--- config.mk ---
export PLATFORM = sky130hd
export DESIGN_NAME = nib_rx
export DESIGN_NICKNAME = d
export VERILOG_FILES = /design/src/rtl/nib_rx.sv
export SDC_FILE = /design/constraint.sdc
export NUM_CORES = 1
export LEC_CHECK = 0
export ABC_AREA = 1
export BUFFER_PORTS_ARGS = -buffer_cell sky130_fd_sc_hd__buf_2
export CAP_MARGIN = 20
export CORE_UTILIZATION = 62
export DETAILED_ROUTE_END_ITERATION = 10
export PLACE_DENSITY = 0.89
export SYNTH_ARGS = -nofsm -noshare
export SYNTH_HDL_FRONTEND = slang
export SYNTH_SLANG_ARGS = --single-unit
--- constraint.sdc ---
create_clock -name CK -period 3 [get_ports CK]
set_input_delay 0.15 -clock CK [delete_from_list [all_inputs] [get_ports CK]]
set_output_delay 0.15 -clock CK [all_outputs]
set_load 0.02 [all_outputs]
--- src/rtl/nib_rx.sv ---
`default_nettype none
// ============================================================================
//  Module   : nib_rx
//  Purpose  : Serial nibble receiver. Recovers 4-bit frames from an
//             asynchronous, idle-high serial line:
//                start(0), d0..d3 (LSB first), [even parity], stop(1)
//             A good frame updates D and pulses LD for one cycle. A parity
//             error pulses PE, and a low stop bit pulses FE. After a framing
//             error the receiver waits for the line to return high before it
//             looks for a new start bit.
//  Revision : 1.0 - initial release
// ----------------------------------------------------------------------------
//  Parameters
//    BIT_DIV   : clock cycles per serial bit (even, 2..256)
//    PARITY_EN : 1 = frame carries an even-parity bit, 0 = no parity bit
//  Ports
//    CK   in   1  clock, rising edge
//    CLR  in   1  asynchronous active-high reset
//    RXD  in   1  serial line (asynchronous to CK, idle high)
//    D    out  4  last good received nibble
//    LD   out  1  one-cycle strobe: D is new and valid
//    PE   out  1  one-cycle strobe: parity error
//    FE   out  1  one-cycle strobe: framing error (stop bit sampled low)
//    BUSY out  1  high whenever the receiver is not idle
// ============================================================================
module nib_rx #(
   parameter int BIT_DIV   = 4,
   parameter int PARITY_EN = 1
) (
   input  logic       CK,
   input  logic       CLR,
   input  logic       RXD,
   output logic [3:0] D,
   output logic       LD,
   output logic       PE,
   output logic       FE,
   output logic       BUSY
);

   localparam int CW = $clog2(BIT_DIV);
   localparam logic [CW-1:0] HALF_M1 = CW'(BIT_DIV / 2 - 1);
   localparam logic [CW-1:0] FULL_M1 = CW'(BIT_DIV - 1);

   typedef enum logic [2:0] {
      S_IDLE   = 3'd0,
      S_START  = 3'd1,
      S_DATA   = 3'd2,
      S_PAR    = 3'd3,
      S_STOP   = 3'd4,
      S_WAITHI = 3'd5
   } state_t;

   // -------------------------------------------------------------------------
   // Two-flop synchronizer. Both flops reset to the idle level, so a reset
   // never manufactures a start bit.
   // -------------------------------------------------------------------------
   logic sync1_q;
   logic sync2_q;
   logic rxs;

   always_ff @(posedge CK or posedge CLR) begin
      if (CLR) begin
         sync1_q <= 1'b1;
         sync2_q <= 1'b1;
      end else begin
         sync1_q <= RXD;
         sync2_q <= sync1_q;
      end
   end

   assign rxs = sync2_q;

   // -------------------------------------------------------------------------
   // Receive FSM and registered outputs
   // -------------------------------------------------------------------------
   state_t        state_q;
   logic [CW-1:0] cnt_q;
   logic [1:0]    idx_q;
   logic [3:0]    sh_q;
   logic          perr_q;
   logic [3:0]    d_q;
   logic          ld_q;
   logic          pe_q;
   logic          fe_q;
   logic          busy_q;

   always_ff @(posedge CK or posedge CLR) begin
      if (CLR) begin
         state_q <= S_IDLE;
         cnt_q   <= '0;
         idx_q   <= 2'd0;
         sh_q    <= 4'd0;
         perr_q  <= 1'b0;
         d_q     <= 4'd0;
         ld_q    <= 1'b0;
         pe_q    <= 1'b0;
         fe_q    <= 1'b0;
         busy_q  <= 1'b0;
      end else begin
         // Strobes are single-cycle: cleared every cycle unless re-asserted.
         ld_q <= 1'b0;
         pe_q <= 1'b0;
         fe_q <= 1'b0;

         case (state_q)
            S_IDLE: begin
               if (!rxs) begin
                  state_q <= S_START;
                  cnt_q   <= '0;
                  perr_q  <= 1'b0;
                  busy_q  <= 1'b1;
               end
            end

            // Re-check the line at mid start bit to reject glitches.
            S_START: begin
               if (cnt_q == HALF_M1) begin
                  cnt_q <= '0;
                  if (!rxs) begin
                     state_q <= S_DATA;
                     idx_q   <= 2'd0;
                  end else begin
                     state_q <= S_IDLE;
                     busy_q  <= 1'b0;
                  end
               end else begin
                  cnt_q <= cnt_q + 1'b1;
               end
            end

            // From here on every sample lands one full bit period after the
            // previous one, i.e. at the middle of each bit.
            S_DATA: begin
               if (cnt_q == FULL_M1) begin
                  cnt_q       <= '0;
                  sh_q[idx_q] <= rxs;
                  idx_q       <= idx_q + 2'd1;
                  if (idx_q == 2'd3) begin
                     state_q <= (PARITY_EN != 0) ? S_PAR : S_STOP;
                  end
               end else begin
                  cnt_q <= cnt_q + 1'b1;
               end
            end

            // Even parity: data bits plus parity bit must XOR to zero.
            S_PAR: begin
               if (cnt_q == FULL_M1) begin
                  cnt_q   <= '0;
                  perr_q  <= (PARITY_EN != 0) && (rxs ^ (^sh_q));
                  state_q <= S_STOP;
               end else begin
                  cnt_q <= cnt_q + 1'b1;
               end
            end

            // A low stop bit takes priority over a parity error: the frame
            // boundary itself is unreliable, so only FE is reported.
            S_STOP: begin
               if (cnt_q == FULL_M1) begin
                  cnt_q <= '0;
                  if (rxs) begin
                     if (!perr_q) begin
                        d_q  <= sh_q;
                        ld_q <= 1'b1;
                     end else begin
                        pe_q <= 1'b1;
                     end
                     state_q <= S_IDLE;
                     busy_q  <= 1'b0;
                  end else begin
                     fe_q    <= 1'b1;
                     state_q <= S_WAITHI;
                  end
               end else begin
                  cnt_q <= cnt_q + 1'b1;
               end
            end

            // A line stuck low after a framing error (e.g. break) must not be
            // mistaken for a stream of start bits.
            S_WAITHI: begin
               if (rxs) begin
                  state_q <= S_IDLE;
                  busy_q  <= 1'b0;
               end
            end

            default: begin
               state_q <= S_IDLE;
               cnt_q   <= '0;
               busy_q  <= 1'b0;
            end
         endcase
      end
   end

   assign D    = d_q;
   assign LD   = ld_q;
   assign PE   = pe_q;
   assign FE   = fe_q;
   assign BUSY = busy_q;

endmodule
`default_nettype wire

==> impl_metrics.py <==
metrics = {
    "layout": {
        "diodes": 0,
        "fin_nets": 185,
        "syn2layout_area_growth_pct": 8.24,
        "final_design_area_no_fill_um2": 1400,
        "drive_gt1_share_pct": 21.8,
    },
    "global_route": {
        "grt_pass1_vias": 952,
        "grtUsageTotal_pct": 24.4,
        "grt_overflow": 0,
        "grt_pass1_wl_mm": 3.80,
        "grt_max_degree": 23,
        "antenna_found_initial": 0,
    },
    "timing": {
        "hold_viol": 0,
        "min_period_ns": 1.52,
        "fin_crit_sh_pct": 50.5,
        "fmax_mhz": 660,
        "relSlewSlack_pct": 47.1,
        "drv_slew": 0,
        "setup_tns_ns": 0,
        "rsz0062_at_grt": "no",
        "setup_violations": 0,
        "tightest_slew_ns": 0.793,
        "finalClockSkew_ns": 0.0127,
    },
    "worst_setup_path": {
        "timing.critical_path.buf_inv": 1,
        "critPathKind": "reg2reg",
        "slowest_stage": "dfrtp_1",
        "r2r_setup_slack_ns": 1.48,
        "rr_worst_depth": 8,
        "cp-endpoint": "state_q[1]$_DFFE_PP0P_",
        "worst_path_most_repeated_cell": "nand2_1",
        "r2r-end": "state_q[1]$_DFFE_PP0P_",
        "cp.arrival_ns": 1.74,
        "worstPathMaxFanout": 6,
        "critPathMaxStageDelay_ns": 0.42,
        "cp_num_cells": 8,
        "start_kind": "flop",
        "cp-startpoint": "cnt_q[0]$_DFFE_PP0P_",
        "cp_cell_sequence": "ha_1 -> inv_2 -> nand2_1 -> nand2_1 -> nor2_4 -> nand2_2 -> nand2_1 -> nand2_1",
        "required_ns": 3.22,
        "r2r_start": "cnt_q[0]$_DFFE_PP0P_",
        "critical_path.top_delay_family": "simple AND/OR/NAND/NOR gates",
        "end_kind": "flop",
    },
    "cts": {
        "cts_sinks": 22,
        "cts_root_buffer": "clkbuf_4",
        "cts.reportedPaths.clkPinSlew_ns": 0.13,
        "cts.repair.resized": 0,
        "numCtsBuffers": 3,
        "clk_latency_ns": 0.32,
        "cts_buffer_depth": 2,
        "cts_tree": "yes",
        "h-tree-depth": 1,
    },
    "yosys": {
        "async_flop_share_pct": 100,
        "synth_seq_area_share_pct": 42.9,
        "ys_ff_latch": 22,
        "synth_area_leader_cell": "dfrtp_1",
        "synth_ff_type": "dfrtp_1",
        "synth_edf_count": 0,
        "synthesis.instances": 161,
        "synth_most_common_cell": "nand2_1",
        "yosysWarnings": 0,
        "synthTopCellsByCount": "nand2_1, dfrtp_1, inv_1",
        "syn-num-nets": 171,
        "synth_top_area_share_pct": 38.8,
        "syn-cell-area_um2": 1290,
        "syn_avg_cell_area_um2": 8.01,
        "yosysUniqueCellTypes": 23,
        "synth_area_leaders": "dfrtp_1, nand2_1, ha_1, nand3_1, inv_1",
    },
    "floorplan": {
        "die_area_um2": 2270,
        "start_util_pct": 65.8,
        "rows": 16,
        "placeableCoreArea_um2": 1960,
        "die_h_um": 47.6,
        "ios": 11,
        "die_x_um": 47.6,
    },
    "place": {
        "routabilityCongestion": 0.870,
        "place_area_um2": 1340,
        "hpwl_mm": 1.78,
        "portBuffers": 10,
    },
    "run_status": {
        "status": "finished clean",
    },
    "route": {
        "vias": 1066,
        "drtAntennaViolNets": 0,
        "wl_mm": 2.38,
        "viasPerCell": 5.30,
        "routedWlPerCell_um": 11.8,
        "drc": 0,
        "first_pass_iters": 4,
        "drtIter0Drc": 35,
    },
    "power_and_ir_drop": {
        "leakagePower_nw": 0.746,
        "powerDensity_nw_per_um2": 800,
        "ir_worst_vdd_v": 0.000518,
    },
    "worst_hold_path": {
        "hp-class": "reg2reg",
    },
    "job": {
        "drv_cap": 0,
    },
}
[cell usage in the layout, fill, tap and decap left out]
cell type,netlist,final
nor3_1,1,1
dfrtp_1,20,20
nand3_1,15,15
o21ai_2,1,1
buf_2,0,10
nand4_1,2,2
clkinv_2,1,1
nand4_2,1,1
nor2_1,6,6
xnor2_1,1,1
nand2_2,4,4
o21ai_0,2,2
nand2_1,56,56
nand3_2,4,4
dfstp_2,2,2
clkbuf_8,0,1
nor2_4,4,4
ha_1,7,7
nor2_2,3,3
clkbuf_4,0,3
a21oi_1,1,1
nand3b_1,1,1
o21ai_1,5,5
inv_2,4,4
inv_1,17,17
dlygate4sd3_1,0,2
[where the power goes]
part / leakage, nW / total [mW] / switching (mW) / internal (mW)
Combinational: 0.434 / 0.509 / 0.330 / 0.180
Clock: 0.0210 / 0.165 / 0.0907 / 0.0742
Sequential: 0.292 / 0.444 / 0.0959 / 0.348
Total: 0.746 / 1.12 / 0.516 / 0.601
[kinds of logic after synthesis]
family | count (synthesis) | share of synthesized area [%]
and+or+nand+nor | 97 | 36.8
buffers and inverters | 25 | 9.12
DFF | 22 | 42.9
AOI/OAI and AO/OA | 9 | 3.78
adders and majority gates | 7 | 6.79
xor gates and xnor gates | 1 | 0.679
[area by class of cell]
| type | count | area, µm² |
|---|---|---|
| Clock buffer | 4 | 36.3 |
| Fill cell | 160 | 566 |
| Inverter | 22 | 83.8 |
| Multi-Input combinational cell | 114 | 619 |
| Sequential cell | 22 | 553 |
| Tap cell | 27 | 33.8 |
| Timing Repair Buffer | 12 | 70.1 |
[timing repair]
item,in CTS,in global routing
hold endpoints to repair,16,0
hold buffers,2,0
setup buffers,0,0
[sequential cells by signal (all words and copies together) (netlist names)]
| register | cells |
|---|---|
| rxs | 1 |
| idx_q | 2 |
| BUSY | 1 |
| perr_q | 1 |
| cnt_q | 2 |
| sync1_q | 1 |
| sh_q | 4 |
| state_q | 3 |
| FE | 1 |
| PE | 1 |
| LD | 1 |
| D | 4 |
[routing by layer]
layer	wire, µm	global-route usage [%]	vias to the layer above
met3	197	3.40	5
met2	1220	43.0	50
met1	924	29.8	483
met5	0	0	-
li1	-	-	528
met4	36	10.0	0
[how the worst min path moves through the flow]
stage / depth (start not counted) / endpoint / startpoint
2_1_floorplan: 1 / BUSY$_DFFE_PP0P_ / CLR
3_3_place_gp: 1 / sync1_q$_DFF_PP1_ / RXD
3_5_place_dp: 1 / sync1_q$_DFF_PP1_ / RXD
4_1_cts: 0 / rxs$_DFF_PP1_ / sync1_q$_DFF_PP1_
5_1_grt: 0 / rxs$_DFF_PP1_ / sync1_q$_DFF_PP1_
6_report: 0 / rxs$_DFF_PP1_ / sync1_q$_DFF_PP1_
[metrics by stage]
| stage | setup WS, ns | hold slack (ns) | power (mW) | std cells | utilization, % |
|---|---|---|---|---|---|
| 2_1_floorplan | 1.72 | 0.138 | 0.881 | 161 | - |
| 3_3_place_gp | 1.62 | 0.255 | 0.926 | 195 | 68.3 |
| 3_5_place_dp | 1.55 | 0.256 | 0.950 | 195 | 68.3 |
| 4_1_cts | 1.52 | 0.366 | 1.11 | 201 | 71.2 |
| 5_1_grt | 1.36 | 0.374 | 1.22 | 201 | 71.2 |
| 6_report | 1.48 | 0.364 | 1.12 | 201 | 71.2 |
No activity file was read; power rests on OpenSTA's default activity.
